===== config.mk =====
export PLATFORM = sky130hd
export DESIGN_NAME = decoder3x8_reg
export DESIGN_NICKNAME = d
export VERILOG_FILES = /design/src/rtl/decoder3x8_reg.sv
export SDC_FILE = /design/constraint.sdc
export NUM_CORES = 1
export LEC_CHECK = 0
export CAP_MARGIN = 20
export CORE_AREA = 2 2 39 41
export CTS_BUF_LIST = sky130_fd_sc_hd__clkbuf_8
export DETAILED_ROUTE_END_ITERATION = 16
export DIE_AREA = 0 0 41 43
export GPL_TIMING_DRIVEN = 0
export PLACE_DENSITY = 0.6
export SYNTH_ARGS = -nofsm -noshare
export SYNTH_HDL_FRONTEND = slang
export SYNTH_SLANG_ARGS = --single-unit

===== constraint.sdc =====
create_clock -name clk -period 1.4 [get_ports clk]
set_input_delay 0.42 -clock clk [delete_from_list [all_inputs] [get_ports clk]]
set_output_delay 0.42 -clock clk [all_outputs]
set_load 0.02 [all_outputs]

===== src/rtl/decoder3x8_reg.sv =====
// Registered 3-to-8 decoder: one-hot B, a valid flag and the select code, one clock after sampling.
// Defining DECODER_ACTIVE_LOW_EN makes B one-cold, idling at 8'hFF; valid and sel_q are unchanged.
module decoder3x8_reg #(
    parameter int IN_W  = 3,
    parameter int OUT_W = 8
) (
    input  logic             clk,
    input  logic             rst,
    input  logic             en,
    input  logic [IN_W-1:0]  A,
    output logic [OUT_W-1:0] B,
    output logic             valid,
    output logic [IN_W-1:0]  sel_q
);

`ifdef DECODER_ACTIVE_LOW_EN
    localparam logic [OUT_W-1:0] B_IDLE = '1;
`else
    localparam logic [OUT_W-1:0] B_IDLE = '0;
`endif

    logic [OUT_W-1:0] b_d, b_q;
    logic             valid_d, valid_q;
    logic [IN_W-1:0]  sel_d, sel_reg_q;
    logic [OUT_W-1:0] onehot;
    logic             a_known;

    always_comb begin
        onehot = '0;
        for (int i = 0; i < OUT_W; i++) begin
            onehot[i] = (A == IN_W'(i));
        end
    end

    // X/Z on A must never reach B as a multi-hot word; synthesis sees A as 2-state.
`ifndef SYNTHESIS
    assign a_known = !$isunknown(A);
`else
    assign a_known = 1'b1;
`endif

    always_comb begin
        b_d     = B_IDLE;
        valid_d = 1'b0;
        sel_d   = sel_reg_q;
        if (en && a_known) begin
`ifdef DECODER_ACTIVE_LOW_EN
            b_d = ~onehot;
`else
            b_d = onehot;
`endif
            valid_d = 1'b1;
            sel_d   = A;
        end
    end

    always_ff @(posedge clk) begin
        if (rst) begin
            b_q       <= B_IDLE;
            valid_q   <= 1'b0;
            sel_reg_q <= '0;
        end else begin
            b_q       <= b_d;
            valid_q   <= valid_d;
            sel_reg_q <= sel_d;
        end
    end

    assign B     = b_q;
    assign valid = valid_q;
    assign sel_q = sel_reg_q;

endmodule


Word-level counts from Yosys, hierarchy flattened

Index checks and enable logic that the tools add are counted.

Bits of input ports: 6
Output and inout port bits: 12
Register bits: 12
Logic and storage cells: 14

Bitwise logic cells: 1
Reductions and logical operators: 2
Equality and inequality tests: 7
Muxes and demuxes: 1

Operators with widths:

| kind                 | count |
|---|---|
| $eq A3 B3 Y1 const B | 4 |
| $eq A3 B2 Y1 const B | 2 |
| $eq A3 B1 Y1 const B | 1 |
| $logic_not A3 Y1     | 1 |
| $reduce_or A2 Y1     | 1 |
| $mux W1              | 1 |
| $not A1 Y1           | 1 |

Depth between registers and ports, before layout

Gate-level depths: netlist of the first run.

Depth in word-level cells: 2
Gate-level depth with buffers: 3
Depth with buffers taken out: 2

Worst setup path after synthesis of the first run

Ideal clock, no wire load.

Kind: input -> register
Start point: input rst
End point: register b_q[4], in the netlist B[4]
Path slack: 363 ps
Path buffers: 1
Arrival time: 972 ps
Stages on the path: 3
Data required time: 1335 ps
Setup time: 65 ps
Path through: buf_6 > or3b_1 > nor2_1

Cells in the longest elaborated chain, start to end: 1

RTL lines:

| element                    | line | text |
|---|---|---|
| start, declared            | 8    | `input logic rst,` |
| $reduce_or A2 Y1 (no line) | n/a  |  |
| end signal, assigned       | 59   | `b_q <= B_IDLE;` |
| end signal, assigned       | 63   | `b_q <= b_d;` |
| end, declared              | 22   | `logic [OUT_W-1:0] b_d, b_q;` |

No other way between the ends.
A chain may end at the register's enable or synchronous reset.

Final worst setup path of the first run

Start point: register sel_reg_q[2], in the netlist sel_q[2]
End point: output sel_q[2]

RTL lines:

| element                | line | text |
|---|---|---|
| start, declared        | 24   | `logic [IN_W-1:0] sel_d, sel_reg_q;` |
| start signal, assigned | 65   | `sel_reg_q <= sel_d;` |
| end, declared          | 13   | `output logic [IN_W-1:0] sel_q` |

No word-level cell between the ends.

==> reports/results.txt, run 1 <==
number of instances in the placed design - 65
CTS clk-pin slew, worst paths - 0.05 ns
time the worst path needs with I/O delays and setup - 1.31 ns
fraction of layout cells with a size suffix above 1 - 11.3%
TritonCTS Sinks - 12
placed instance area - 549 um^2
Std-Cell Rows - 14
Multi-input gate area - 118 um^2
FF-to-FF Start - sel_q[1]
post-synthesis instance area - 369 um^2
final instance area - 589 um^2
Synth warnings - 0
combined buffer and inverter count along the critical path - 1
Max H-tree Level - 1
critical path arrival - 0.89 ns
fraction of post-synthesis cell area in the top cell type by area - 65.1%
remaining routing DRC violations - 0
antenna diode count - 0
initial core utilization - 26.7%
number of nets with antenna violations after detailed routing - 0
outcome - finished clean
main combinational cell family by area after synthesis - simple AND/OR/NAND/NOR gates
simple-gate share of the synthesized area - 25.1%
Port Buffer Count - 16
slack of the worst reg-to-reg path - 0.80 ns
worst endpoint required time - 0.98 ns
Worst Min Path Start - rst
Sequential cell area - 240 um^2
endpoint of the worst-slack reg-to-reg timing path - sel_q[1]
post-synthesis instance total - 33
chain of cells forming the critical path - dlygate4sd2_1
total power divided by cell area - 1330 nW/um^2
largest net degree at the start of global routing - 10
met3 WL - 46 um
I/O pin count - 18
number of hold-repair buffers added at the cts stage - 0
mean instance size in the synthesized netlist - 11.2 um^2
mean routed wirelength per cell - 8.88 um
highest clock rate - 761 MHz
iteration count of the initial detailed-routing pass - 1
start-to-end type of the worst setup path - flop to output pin
distinct cell type count after synthesis - 11
Placement Setup Slack - -0.141 ns
Max Cap Violations - 0
Worst Reg2Reg Path Length in Cells - 2
core footprint - 1380 um^2
Max Slew Vio Count - 0
die area - 1760 um^2
final worst-path setup slack - 0.0859 ns
highest metal layer used by the detailed router - met3
number of synthesized register bits - 12
Num CTS Buffers - 3
master of the slowest instance on the critical path - sky130_fd_sc_hd__dlygate4sd2_1
vias in the first global route - 221
Skew-Pair Late Insertion Delay - 0.23 ns
antenna violations before repair - 0
multiplexer area fraction after synthesis - 5.42%
Net Count, Synth - 39
Synth-to-Final Area Change - 59.7%
endpoint kind of the worst setup timing path - output pin
routed via count divided by cell count - 4.10
final worst-path cycle share - 93.9%
critical-path maximum fanout - 2
gpl congestion - 0.632
leakage component of the power - 0.285 nW
startpoint types - flop
TritonCTS clock tree - built
via count of the routed design - 283
compound-cell area share of the yosys netlist - 1.36%
Synth area leader - sky130_fd_sc_hd__dfxtp_1
sequential cell area fraction in the yosys report - 65.1%
die height - 43 um
buffers from clock root to sink, at most - 2
number of cells in the finished layout apart from fillers - 69
filler instances - 140
first-pass GRT wire length - 883 um
number of nets in the finished design - 60
remaining global-route overflow - 0
VDD IR max - 0.381 mV
Iter 0 DRT Violations - 0
Die X-Extent - 41 um
clock root buffer - sky130_fd_sc_hd__clkbuf_8
Fin. Hold Viols - 0
Detailed Route WL - 613 um
adder-cell share of the synthesized area - 0%
maximum single-stage delay on the critical path - 0.34 ns
worst hold-check path type - input port to flop
max-slew headroom at the worst pin - 84.6%
setup TNS - 0 ns
Final Setup Violations - 0
detailed-routed wire length on met2 - 257 um
detailed placer's ending HPWL - 466 um
actual slew at the worst max-slew pin - 0.230 ns
ranking of synthesized cells by area - sky130_fd_sc_hd__dfxtp_1 (65%), sky130_fd_sc_hd__nor2_1 (8.1%), sky130_fd_sc_hd__mux2i_1 (5.4%), sky130_fd_sc_hd__or3b_1 (4.7%), sky130_fd_sc_hd__nand2b_1 (3.4%)
final setup skew - 0 ns
Hold Path End - sel_q[1]
total global routing track utilization - 7.37%
crit-path leading delay family - buffers and inverters
Synth Area in XOR/XNOR - 0%
wire length on met1 - 309 um
Hold Path Depth - 2
setup repair after global routing missed its margin - no
## worst max path at each step
stage	startpoint	endpoint	slack [ns]	cells after the start
2_1_floorplan	rst	B[4]	0.36	3
3_3_place_gp	A[2]	B[4]	-0.14	3
3_5_place_dp	A[2]	B[4]	-0.14	3
4_1_cts	A[2]	B[4]	0.08	3
5_1_grt	sel_q[1]	sel_q[1]	0.04	1
6_report	sel_q[2]	sel_q[2]	0.09	1
## per-layer routing
layer | vias up | track usage [%]
met1 | 121 | 10.8
li1 | 150 | -
met3 | 0 | 1.57
met5 | - | 0
met2 | 12 | 9.69
met4 | 0 | 4.00
## sequential cells by signal (all words and copies together), names as in the netlist
name	flops
valid	1
B	8
sel_q	3
## cells in the mapped netlist
library cell and instances:
sky130_fd_sc_hd__and2b_2 1, sky130_fd_sc_hd__or3b_1 2, sky130_fd_sc_hd__nor4_1 2, sky130_fd_sc_hd__nand2_1 1, sky130_fd_sc_hd__nand3b_1 1, sky130_fd_sc_hd__mux2i_1 2, sky130_fd_sc_hd__nor2_1 8, sky130_fd_sc_hd__dfxtp_1 12
sky130_fd_sc_hd__buf_6 1, sky130_fd_sc_hd__a21oi_1 1, sky130_fd_sc_hd__nand2b_1 2
## where the power goes
group	total (mW)	switching [mW]	internal, mW
Clock	0.359	0.112	0.247
Combinational	0.0677	0.0356	0.0321
Sequential	0.356	0.00308	0.352
Total	0.782	0.150	0.632
## area by class of cell
type	count	share of cell area, %
sequential	12	40.8
timing repair buffer	16	24.6
multi-input combinational	20	20.0
clock buffer	4	9.34
tap	16	3.40
buffer	1	1.91
## cells in the final DEF, fill, tap and decap left out
master                            count
sky130_fd_sc_hd__and2b_2              1
sky130_fd_sc_hd__nor4_1               2
sky130_fd_sc_hd__nor2_1               8
sky130_fd_sc_hd__dfxtp_1             12
sky130_fd_sc_hd__nand2b_1             2
sky130_fd_sc_hd__buf_6                1
sky130_fd_sc_hd__nand3b_1             1
sky130_fd_sc_hd__a21oi_1              1
sky130_fd_sc_hd__nand2_1              1
sky130_fd_sc_hd__clkdlybuf4s50_1      4
sky130_fd_sc_hd__dlygate4sd2_1       12
sky130_fd_sc_hd__or3b_1               2
sky130_fd_sc_hd__clkbuf_8             4
sky130_fd_sc_hd__mux2i_1              2
## through the flow
stage / hold slack, ns / power [mW] / utilization [%]
floorplan: 0.497 / 0.398 / -
global placement: 0.459 / 0.438 / 39.7
detailed placement: 0.462 / 0.438 / 39.7
CTS: 0.378 / 0.790 / 42.6
global route: 0.384 / 0.812 / 42.6
finish: 0.378 / 0.782 / 42.6
## kinds of logic (layout without fill, tap and decap cells)
group / Yosys count / count (layout)
simple gates: 17 / 17
mux: 2 / 2
compound gates: 1 / 1
flops: 12 / 12
buf+inv: 1 / 21
## timing repair
action	4_1_cts	5_1_grt
setup buffers	0	0
gates resized for setup	12	0
setup endpoints to repair	12	0
No activity file was read; power rests on OpenSTA's default activity.
==> run 2, diff against run 1 <==
--- a/config.mk
+++ b/config.mk
@@ -5,11 +5,14 @@
 export SDC_FILE = /design/constraint.sdc
 export NUM_CORES = 1
 export LEC_CHECK = 0
+export ABC_CLOCK_PERIOD_IN_PS = 1400
 export CAP_MARGIN = 20
 export CORE_AREA = 2 2 39 41
 export CTS_BUF_LIST = sky130_fd_sc_hd__clkbuf_8
+export CTS_CLUSTER_DIAMETER = 40
 export DETAILED_ROUTE_END_ITERATION = 16
 export DIE_AREA = 0 0 41 43
+export GPL_ROUTABILITY_DRIVEN = 1
 export GPL_TIMING_DRIVEN = 0
 export PLACE_DENSITY = 0.6
 export SYNTH_ARGS = -nofsm -noshare
==> results of run 2 <==
Final layout, timing and power as in run 1 (identical DEF).
==> run 3, diff against run 2 <==
--- a/config.mk
+++ b/config.mk
@@ -15,6 +15,7 @@
 export GPL_ROUTABILITY_DRIVEN = 1
 export GPL_TIMING_DRIVEN = 0
 export PLACE_DENSITY = 0.6
+export SKIP_CTS_REPAIR_TIMING = 1
 export SYNTH_ARGS = -nofsm -noshare
 export SYNTH_HDL_FRONTEND = slang
 export SYNTH_SLANG_ARGS = --single-unit
==> run 3 against run 2 <==
  * Die area unchanged
  * Sequential power is essentially flat
  * Via count is 0.35% higher
  * Core utilization rose by 3.3 points
  * Routed wire length grew 3.1%
  * Register-to-register slack about the same
  * Clock power about the same
  * Cell area up 7.6%
  * Flip-flop and latch count unchanged
  * Critical path depth grew 2
  * Critical path type is now input port to flop
  * Critical endpoint is now B[4]
  * Largest power group unchanged
==> reports/results.txt, run 3 (synthesized netlist as in run 1, its figures left out) <==
routed via count divided by cell count - 4.12 (+0.35%)
setup TNS - 0 ns (unchanged)
buffers from clock root to sink, at most - 2 (unchanged)
Hold Path End - sel_q[1]
Placement Setup Slack - -0.141 ns (unchanged)
final setup skew - 0 ns (unchanged)
FF-to-FF Start - sel_q[1]
vias in the first global route - 215 (-2.7%)
max FFs per register - 8 (unchanged)
Fin. Hold Viols - 0 (unchanged)
Port Buffer Count - 16 (unchanged)
die height - 43 um (unchanged)
number of nets with antenna violations after detailed routing - 0 (unchanged)
final worst-path cycle share - 93.3% (-0.61 points)
actual slew at the worst max-slew pin - 0.230 ns (unchanged)
Worst Min Path Start - rst
Num CTS Buffers - 3 (unchanged)
mean routed wirelength per cell - 9.16 um (+3.1%)
TritonCTS clock tree - built
CTS clk-pin slew, worst paths - 0.05 ns (about the same)
total global routing track utilization - 7.27% (-0.10 points)
remaining global-route overflow - 0 (unchanged)
critical-path maximum fanout - 6 (+4)
startpoint types - input port
final worst-path setup slack - 0.0945 ns (+0.00859 ns)
die area - 1760 um^2 (unchanged)
placed instance area - 549 um^2 (unchanged)
endpoint kind of the worst setup timing path - flop
clock root buffer - sky130_fd_sc_hd__clkbuf_8
endpoint of the worst-slack reg-to-reg timing path - sel_q[1]
detailed placer's ending HPWL - 466 um (unchanged)
highest clock rate - 766 MHz (+0.66%)
worst hold-check path type - input port to flop
Iter 0 DRT Violations - 0 (unchanged)
I/O pin count - 18 (unchanged)
Die X-Extent - 41 um (unchanged)
first-pass GRT wire length - 869 um (-1.6%)
Power, Total - 0.787 mW (+0.65%)
Worst Reg2Reg Path Length in Cells - 2 (unchanged)
antenna violations before repair - 0 (unchanged)
TritonCTS Sinks - 12 (unchanged)
slack of the worst reg-to-reg path - 0.81 ns (about the same)
critical path arrival - 1.48 ns (+0.59 ns)
commonest cells after routing, fill and taps aside - sky130_fd_sc_hd__dfxtp_1 (12), sky130_fd_sc_hd__dlymetal6s2s_1 (12), sky130_fd_sc_hd__nor2_1 (8)
antenna diode count - 0 (unchanged)
worst endpoint required time - 1.57 ns (+0.59 ns)
worst setup path start - A[2]
Max Slew Vio Count - 0 (unchanged)
Max Cap Violations - 0 (unchanged)
core footprint - 1380 um^2 (unchanged)
Std-Cell Rows - 14 (unchanged)
via count of the routed design - 284 (+0.35%)
remaining routing DRC violations - 0 (unchanged)
initial core utilization - 26.7% (unchanged)
Final Setup Violations - 0 (unchanged)
Skew-Pair Late Insertion Delay - 0.23 ns (about the same)
Hold Path Depth - 2 (unchanged)
hold_ws - 0.377 ns (-0.000511 ns)
fraction of layout cells with a size suffix above 1 - 11.3% (unchanged)
VDD IR max - 0.385 mV (+1.0%)
final instance area - 634 um^2 (+7.6%)
leakage component of the power - 0.440 nW (+54%)
Synth-to-Final Area Change - 71.9%
setup repair after global routing missed its margin - no
time the worst path needs with I/O delays and setup - 1.31 ns (-0.00859 ns)
Max H-tree Level - 1 (unchanged)
iteration count of the initial detailed-routing pass - 1 (unchanged)
start-to-end type of the worst setup path - input port to flop
outcome - finished clean
Detailed Route WL - 632 um (+3.1%)
largest net degree at the start of global routing - 10 (unchanged)
total power divided by cell area - 1240 nW/um^2 (-6.5%)
number of nets in the finished design - 60 (unchanged)
max-slew headroom at the worst pin - 84.6% (unchanged)
gpl congestion - 0.632 (unchanged)
## run 3: how the worst max path moves through the flow
stage                to  slack (ns)  cells after the start
5_1_grt            B[5]        0.05                      3
3_3_place_gp       B[4]       -0.14                      3
3_5_place_dp       B[4]       -0.14                      3
2_1_floorplan      B[4]        0.36                      3
6_report           B[4]        0.09                      3
4_1_cts        sel_q[2]       -0.19                      1
## run 3: area by class of cell
type / instances / area, um^2
multi-input combinational: 20 / 118
timing repair buffer: 16 / 190
tap: 16 / 20.0
clock buffer: 4 / 55.1
sequential: 12 / 240
buffer: 1 / 11.3
fill: 130 / 749
## run 3: power by group
group	leakage [nW]	switching (mW)	internal, mW
Sequential	0.0979	0.00310	0.352
Combinational	0.313	0.0356	0.0372
Clock	0.0288	0.112	0.247
## run 3: worst max-delay path: stages
cell and delay, ns:
sky130_fd_sc_hd__clkdlybuf4s50_1 0.56, sky130_fd_sc_hd__or3b_1 0.38, sky130_fd_sc_hd__nor2_1 0.11
## run 3: layer usage
layer / wire [um] / share of wire, % / up-vias / track usage [%]
li1: - / - / 149 / -
met1: 299 / 47 / 123 / 10.8
met2: 265 / 42 / 12 / 9.38
met3: 66 / 10 / 0 / 1.57
met4: 0 / 0 / 0 / 4.00
met5: 0 / 0 / - / 0
## run 3: stage by stage
stage | utilization (%) | instances
after floorplan | - | 33
after global placement | 39.7 | 65
after detailed placement | 39.7 | 65
after CTS | 43.7 | 69
after global routing | 45.8 | 69
final | 45.8 | 69
